[config.mk]
export PLATFORM = sky130hd
export DESIGN_NAME = pipe_hazard_unit
export DESIGN_NICKNAME = d
export VERILOG_FILES = /design/src/rtl/pipe_hazard_unit_pkg.sv /design/src/rtl/pipe_hazard_unit_match.sv /design/src/rtl/pipe_hazard_unit.sv
export SDC_FILE = /design/constraint.sdc
export NUM_CORES = 1
export LEC_CHECK = 0
export ABC_AREA = 1
export CAP_MARGIN = 20
export CORE_ASPECT_RATIO = 1.5
export CORE_MARGIN = 2
export CORE_UTILIZATION = 40
export DETAILED_ROUTE_END_ITERATION = 10
export PLACE_DENSITY = 0.61
export SLEW_MARGIN = 20
export SYNTH_ARGS = -nofsm -noshare
export SYNTH_HDL_FRONTEND = slang
export SYNTH_SLANG_ARGS = --single-unit
[constraint.sdc]
create_clock -name clk -period 2.57 [get_ports clk]
set_clock_uncertainty 0.1 [all_clocks]
set_input_delay 0.514 -clock clk [delete_from_list [all_inputs] [get_ports clk]]
set_output_delay 0.514 -clock clk [all_outputs]
set_load 0.01 [all_outputs]
[src/rtl/pipe_hazard_unit_pkg.sv]
// -----------------------------------------------------------------------------
// pipe_hazard_unit_pkg
// Shared constants for the hazard/forwarding controller and the control unit.
//   - Stage indices as seen on the forward-select buses (0 = register file).
//   - Result-stage codes the control unit drives on id_res_stage.
//   - A helper that decides whether a matched writer can be forwarded yet.
// -----------------------------------------------------------------------------
package pipe_hazard_unit_pkg;

    localparam int STAGE_RF  = 0;
    localparam int STAGE_EXE = 1;
    localparam int STAGE_MEM = 2;
    localparam int STAGE_WB  = 3;

    // Result-stage codes: the stage whose combinational output first carries
    // the value. ALU results appear out of EXE, load data out of MEM.
    localparam int RES_ALU  = STAGE_EXE;
    localparam int RES_LOAD = STAGE_MEM;

    // A writer sitting in stage `p` can feed decode once the stage that
    // produces its result has been reached.
    function automatic logic stage_ready(input int p, input int res_stage);
        return (p >= res_stage);
    endfunction

endpackage

[src/rtl/pipe_hazard_unit_match.sv]
// -----------------------------------------------------------------------------
// pipe_hazard_unit_match (operand_match)
// Searches the scoreboard for the youngest in-flight writer of one source
// register and reports whether its result can be forwarded yet.
// Ports:
//   src            in   source register address
//   used           in   source is actually read by the instruction
//   sb_valid       in   per-entry valid, entry i = instruction in stage i+1
//   sb_dst         in   flattened destination addresses, entry i at [i*W +: W]
//   sb_res         in   flattened result stages, entry i at [i*SEL_W +: SEL_W]
//   hit_not_ready  out  youngest writer exists but has no result yet
//   fwd_sel        out  0 = register file, k = result bus of stage k
// -----------------------------------------------------------------------------
module pipe_hazard_unit_match
    import pipe_hazard_unit_pkg::*;
#(
    parameter int REG_ADDR_W = 5,
    parameter int PIPE_DEPTH = 3,
    parameter int SEL_W      = $clog2(PIPE_DEPTH + 1)
) (
    input  logic [REG_ADDR_W-1:0]            src,
    input  logic                             used,
    input  logic [PIPE_DEPTH-1:0]            sb_valid,
    input  logic [PIPE_DEPTH*REG_ADDR_W-1:0] sb_dst,
    input  logic [PIPE_DEPTH*SEL_W-1:0]      sb_res,
    output logic                             hit_not_ready,
    output logic [SEL_W-1:0]                 fwd_sel
);

    logic found;

    // Scan from entry 0 upward; the first hit is the youngest writer and
    // masks any older writer of the same register further down the pipe.
    always_comb begin
        hit_not_ready = 1'b0;
        fwd_sel       = '0;
        found         = 1'b0;
        for (int i = 0; i < PIPE_DEPTH; i++) begin
            if (!found && used && (src != '0) && sb_valid[i] &&
                (sb_dst[i*REG_ADDR_W +: REG_ADDR_W] == src)) begin
                found = 1'b1;
                if (stage_ready(i + 1, int'(sb_res[i*SEL_W +: SEL_W]))) begin
                    fwd_sel = SEL_W'(i + 1);
                end else begin
                    hit_not_ready = 1'b1;
                end
            end
        end
    end

endmodule

[src/rtl/pipe_hazard_unit.sv]
// -----------------------------------------------------------------------------
// pipe_hazard_unit
// Decode-side hazard detection and forwarding control. Keeps a scoreboard of
// register writes in flight in the post-decode stages and, in the same cycle,
// produces the decode stall and per-operand forward selects.
// Ports:
//   clk            in   clock, rising edge
//   rst            in   asynchronous active-low reset
//   id_valid       in   decode holds a real instruction
//   id_rs, id_rt   in   decode source addresses
//   id_rs_used     in   rs actually read
//   id_rt_used     in   rt actually read
//   id_we          in   instruction writes a register
//   id_dst         in   destination address
//   id_res_stage   in   stage whose output first carries the result
//   flush          in   kill the instruction in decode this cycle
//   stall          out  hold PC and IF/ID, bubble into ID/EXE
//   fwd_rs_sel     out  forward select for rs (0 = register file)
//   fwd_rt_sel     out  forward select for rt (0 = register file)
//   stall_cnt      out  saturating count of stalled cycles
// -----------------------------------------------------------------------------
module pipe_hazard_unit
    import pipe_hazard_unit_pkg::*;
#(
    parameter int REG_ADDR_W  = 5,
    parameter int PIPE_DEPTH  = 3,
    parameter int SEL_W       = $clog2(PIPE_DEPTH + 1),
    parameter int STALL_CNT_W = 16
) (
    input  logic                   clk,
    input  logic                   rst,
    input  logic                   id_valid,
    input  logic [REG_ADDR_W-1:0]  id_rs,
    input  logic [REG_ADDR_W-1:0]  id_rt,
    input  logic                   id_rs_used,
    input  logic                   id_rt_used,
    input  logic                   id_we,
    input  logic [REG_ADDR_W-1:0]  id_dst,
    input  logic [SEL_W-1:0]       id_res_stage,
    input  logic                   flush,
    output logic                   stall,
    output logic [SEL_W-1:0]       fwd_rs_sel,
    output logic [SEL_W-1:0]       fwd_rt_sel,
    output logic [STALL_CNT_W-1:0] stall_cnt
);

    // Scoreboard kept flattened so it shifts as plain vectors and feeds the
    // match blocks directly. Entry 0 sits in the low bits.
    logic [PIPE_DEPTH-1:0]            sb_valid;
    logic [PIPE_DEPTH*REG_ADDR_W-1:0] sb_dst;
    logic [PIPE_DEPTH*SEL_W-1:0]      sb_res;

    logic rs_not_ready;
    logic rt_not_ready;
    logic issue_write;

    pipe_hazard_unit_match #(
        .REG_ADDR_W (REG_ADDR_W),
        .PIPE_DEPTH (PIPE_DEPTH),
        .SEL_W      (SEL_W)
    ) u_match_rs (
        .src           (id_rs),
        .used          (id_rs_used),
        .sb_valid      (sb_valid),
        .sb_dst        (sb_dst),
        .sb_res        (sb_res),
        .hit_not_ready (rs_not_ready),
        .fwd_sel       (fwd_rs_sel)
    );

    pipe_hazard_unit_match #(
        .REG_ADDR_W (REG_ADDR_W),
        .PIPE_DEPTH (PIPE_DEPTH),
        .SEL_W      (SEL_W)
    ) u_match_rt (
        .src           (id_rt),
        .used          (id_rt_used),
        .sb_valid      (sb_valid),
        .sb_dst        (sb_dst),
        .sb_res        (sb_res),
        .hit_not_ready (rt_not_ready),
        .fwd_sel       (fwd_rt_sel)
    );

    // Flush overrides any hazard: the instruction is being killed anyway.
    assign stall = id_valid & ~flush & (rs_not_ready | rt_not_ready);

    // Writes to register 0 are never tracked; a stalled or flushed
    // instruction leaves a bubble behind.
    assign issue_write = id_valid & id_we & (id_dst != '0) & ~stall & ~flush;

    // Post-decode stages never stall, so the scoreboard shifts every cycle.
    always_ff @(posedge clk or negedge rst) begin
        if (!rst) begin
            sb_valid <= '0;
            sb_dst   <= '0;
            sb_res   <= '0;
        end else begin
            sb_valid <= {sb_valid[PIPE_DEPTH-2:0], issue_write};
            sb_dst   <= {sb_dst[(PIPE_DEPTH-1)*REG_ADDR_W-1:0], id_dst};
            sb_res   <= {sb_res[(PIPE_DEPTH-1)*SEL_W-1:0], id_res_stage};
        end
    end

    always_ff @(posedge clk or negedge rst) begin
        if (!rst) begin
            stall_cnt <= '0;
        end else if (stall && (stall_cnt != {STALL_CNT_W{1'b1}})) begin
            stall_cnt <= stall_cnt + 1'b1;
        end
    end

endmodule

==> flow_summary.ini <==
[outcome]
status = finished, final reports clean

[logic_synthesis]
synth_top_family_by_area = simple AND/OR/NAND/NOR gates
yosys.area_share.simple_pct = 38.7
netlist.area_leader.share_pct = 41.8
synthXorXnorAreaFrac_pct = 6.55
synthesis.nets = 325
syn_inst = 300
yosysTopAreaCell = dfrtp_1
post_synth_main_area_contributors = dfrtp_1, nand2_1, nand4_1
dominantRegCellSynth = dfrtp_1
synth-seq-cells = 38
async_reset_ff_share_pct = 100
synth.area.mux_share_pct = 0
syn_avg_cell_area_sq_um = 7.58
synthAdderAreaFrac_pct = 0.550
synth_compound_area_share_pct = 5.23
synth_edf_count = 0
synth_area_sq_um = 2270
ys_seq_area_share_pct = 41.8
yosys.cell_types.count = 32
ys_warn_count = 0

[timing]
tightest_slew_ps = 838
slew_headroom_pct = 44.1
setup_viol = 0
hold_viol_final = 0
fin_crit_ps = 2470
fmax_mhz = 405
drv_slew = 0
fin_crit_sh_pct = 96.0

[placed_design]
dp_hpwl_mm = 4.82
port_buffers = 44
gp_congestion = 0.900

[clocking]
clk_latency_ps = 280
clock_sinks = 38
cts-buffers-inserted = 5
cts.path.max_buffers = 2
path_clk_slew_ps = 70
cts_tree = done
cts-root-buf = clkbuf_8
h-tree-depth = 2
post_cts_buffers = 0

[global_routing]
grt_max_degree = 39
grtUsageTotal_pct = 21.2
overflow = 0
antenna_found_initial = 0
grt_pass1_wl_mm = 9.98
grt_pass1_vias = 2170

[critical_path]
crit_path_top_delay_cell = dlygate4sd2_1
critPathArrivalTime_ps = 1850
crit_path_max_incr_delay_ps = 290
worst_setup_path_end_kind = output pin
r2r_setup_slack_ps = 500
crit_type = primary input to output pin
required_ps = 1960
crit_path_frequent_cell = nand2_1
reg2reg_from = stall_cnt[0]
r2r-end = stall_cnt[0]
cp_max_fo = 4
critPathLaunch = id_rs[4]
start_kind = primary input
cp_cell_sequence = dlygate4sd2_1, inv_2, nand2_1, nand2_1, nor2_2, nand2_1, nor2_2, nand3_2, nand2_2, nand2_4, a21boi_2, buf_2
reg2reg_depth = 8

[final_layout]
syn_to_final_growth_pct = 32.1
drive_gt1_share_pct = 19.2
fin_util_pct = 54.7
num-fill-cells = 548
antenna_cells = 0
seqCellArea_sq_um = 951
multi_input_area_sq_um = 1190
fin_nets = 384

[floorplanning]
start_util_pct = 41.4
coreArea_sq_um = 5490
ios = 45
fp.dieW_um = 65.6
num_rows = 33
die_area_sq_um = 6320
die_h_um = 96.3

[job]
maxCapViolations = 0

[drt]
drt-initial-drc-count = 95
viasPerCell = 5.01
via_count = 2156
dr.pass1.iters = 4
remaining_drc_errors = 0
wl_per_cell_um = 14.5
ant_nets = 0
routed_wl_mm = 6.22

[pwr]
ir_worst_vdd_mv = 0.404
powerDensity_nw_per_um2 = 470
p_total_mw = 1.41
p_leak_nw = 1.52

[worst_hold_path]
min_path_type = primary input to asynchronous set/reset pin
-- power breakdown --
group	switching (mW)	internal, mW	total, mW
clock network	0.210	0.414	0.624
registers	0.0183	0.616	0.634
logic	0.0870	0.0681	0.155
total	0.315	1.10	1.41
-- routing by layer --
metal | vias to the layer above | share of wire [%] | GRT usage, %
li1 | 1088 | - | -
met1 | 993 | 37 | 21.0
met2 | 57 | 56 | 41.2
met3 | 18 | 2.9 | 3.16
met4 | 0 | 4.9 | 11.6
met5 | - | 0 | 0
-- Yosys cell counts (5+ instances only) --
library cell	instances
nand2_2	12
nand2_1	98
a21oi_1	5
o21ai_0	5
inv_1	25
xor2_1	7
nand3_1	16
inv_2	10
xnor2_1	10
nand4_1	22
nor2_1	22
dfrtp_1	38
-- flip-flops by register name, indices dropped and copies added, names as in the netlist --
register	flops
sb_valid	3
sb_res	4
stall_cnt	16
sb_dst	15
-- metrics by stage --
step / cells / setup WS, ps / hold slack, ps / TNS [ps] / instance area (sq um)
detailed placement: 422 / -656 / 239 / -4260 / 2880
CTS: 430 / -1.01 / 257 / -1.01 / 3010
finish: 430 / 102 / 224 / 0 / 3000
global route: 430 / -3.08 / 264 / -3.08 / 3000
global placement: 422 / -624 / 235 / -3740 / 2880
floorplan: 300 / 552 / 118 / 0 / 2270
-- how the worst max path moves through the flow --
stage,slack [ps],endpoint,cells past startpoint
final,100,stall,12
after global routing,-3,stall,12
after global placement,-620,stall,12
after detailed placement,-660,stall,12
after floorplan,550,stall,8
after CTS,-1,fwd_rt_sel[1],9
-- worst max-delay path, delay by kind of cell --
| family | cells | cell delay, ps |
|---|---|---|
| compound gates | 1 | 110 |
| buf+inv | 3 | 500 |
| simple gates | 8 | 730 |
-- kinds of logic (layout without fill, tap and decap cells) --
| group | count (synthesis) | count (layout) |
|---|---|---|
| AND/OR/NAND/NOR | 184 | 184 |
| AO/OA/AOI/OAI | 20 | 20 |
| XOR/XNOR | 17 | 17 |
| flip-flops | 38 | 38 |
| buffers and inverters | 40 | 100 |
| adder cells (fa/ha/maj) | 1 | 1 |
-- layout make-up --
cell class	instances	area share (%)
multi-input combinational	222	39.7
sequential	38	31.7
timing repair buffer	57	16.7
inverter	35	4.37
tap	70	2.92
clock buffer	6	2.75
clock inverter	2	2.00
-- what timing repair did --
action / 4_1_cts / 5_1_grt
cloned: 0 / 0
setup endpoints to repair: 5 / 4
hold buffers: 0 / 0
gates resized for setup: 39 / 8
pin swaps: 7 / 5
endpoints found under the hold margin: 0 / 0
-- cell usage in the layout (no fill, tap or decap), types with 2 or more instances in the layout --
cell | synthesis | layout
xnor2_1 | 10 | 10
buf_4 | 1 | 12
inv_2 | 10 | 10
nand3_1 | 16 | 14
a21oi_1 | 5 | 5
nor3_1 | 3 | 3
nand4_1 | 22 | 22
bufinv_16 | 0 | 2
clkdlybuf4s50_1 | 0 | 28
nand3_2 | 1 | 3
dlygate4sd2_1 | 0 | 6
clkbuf_8 | 0 | 6
nand2_2 | 12 | 13
nor2_1 | 22 | 19
inv_1 | 25 | 25
clkbuf_2 | 0 | 3
buf_2 | 0 | 6
xor2_1 | 7 | 7
o211ai_1 | 2 | 2
dfrtp_1 | 38 | 38
nor2_2 | 3 | 6
o21ai_1 | 3 | 4
o21ai_0 | 5 | 4
nand2_1 | 98 | 97
(Power assumes the default switching activity.)
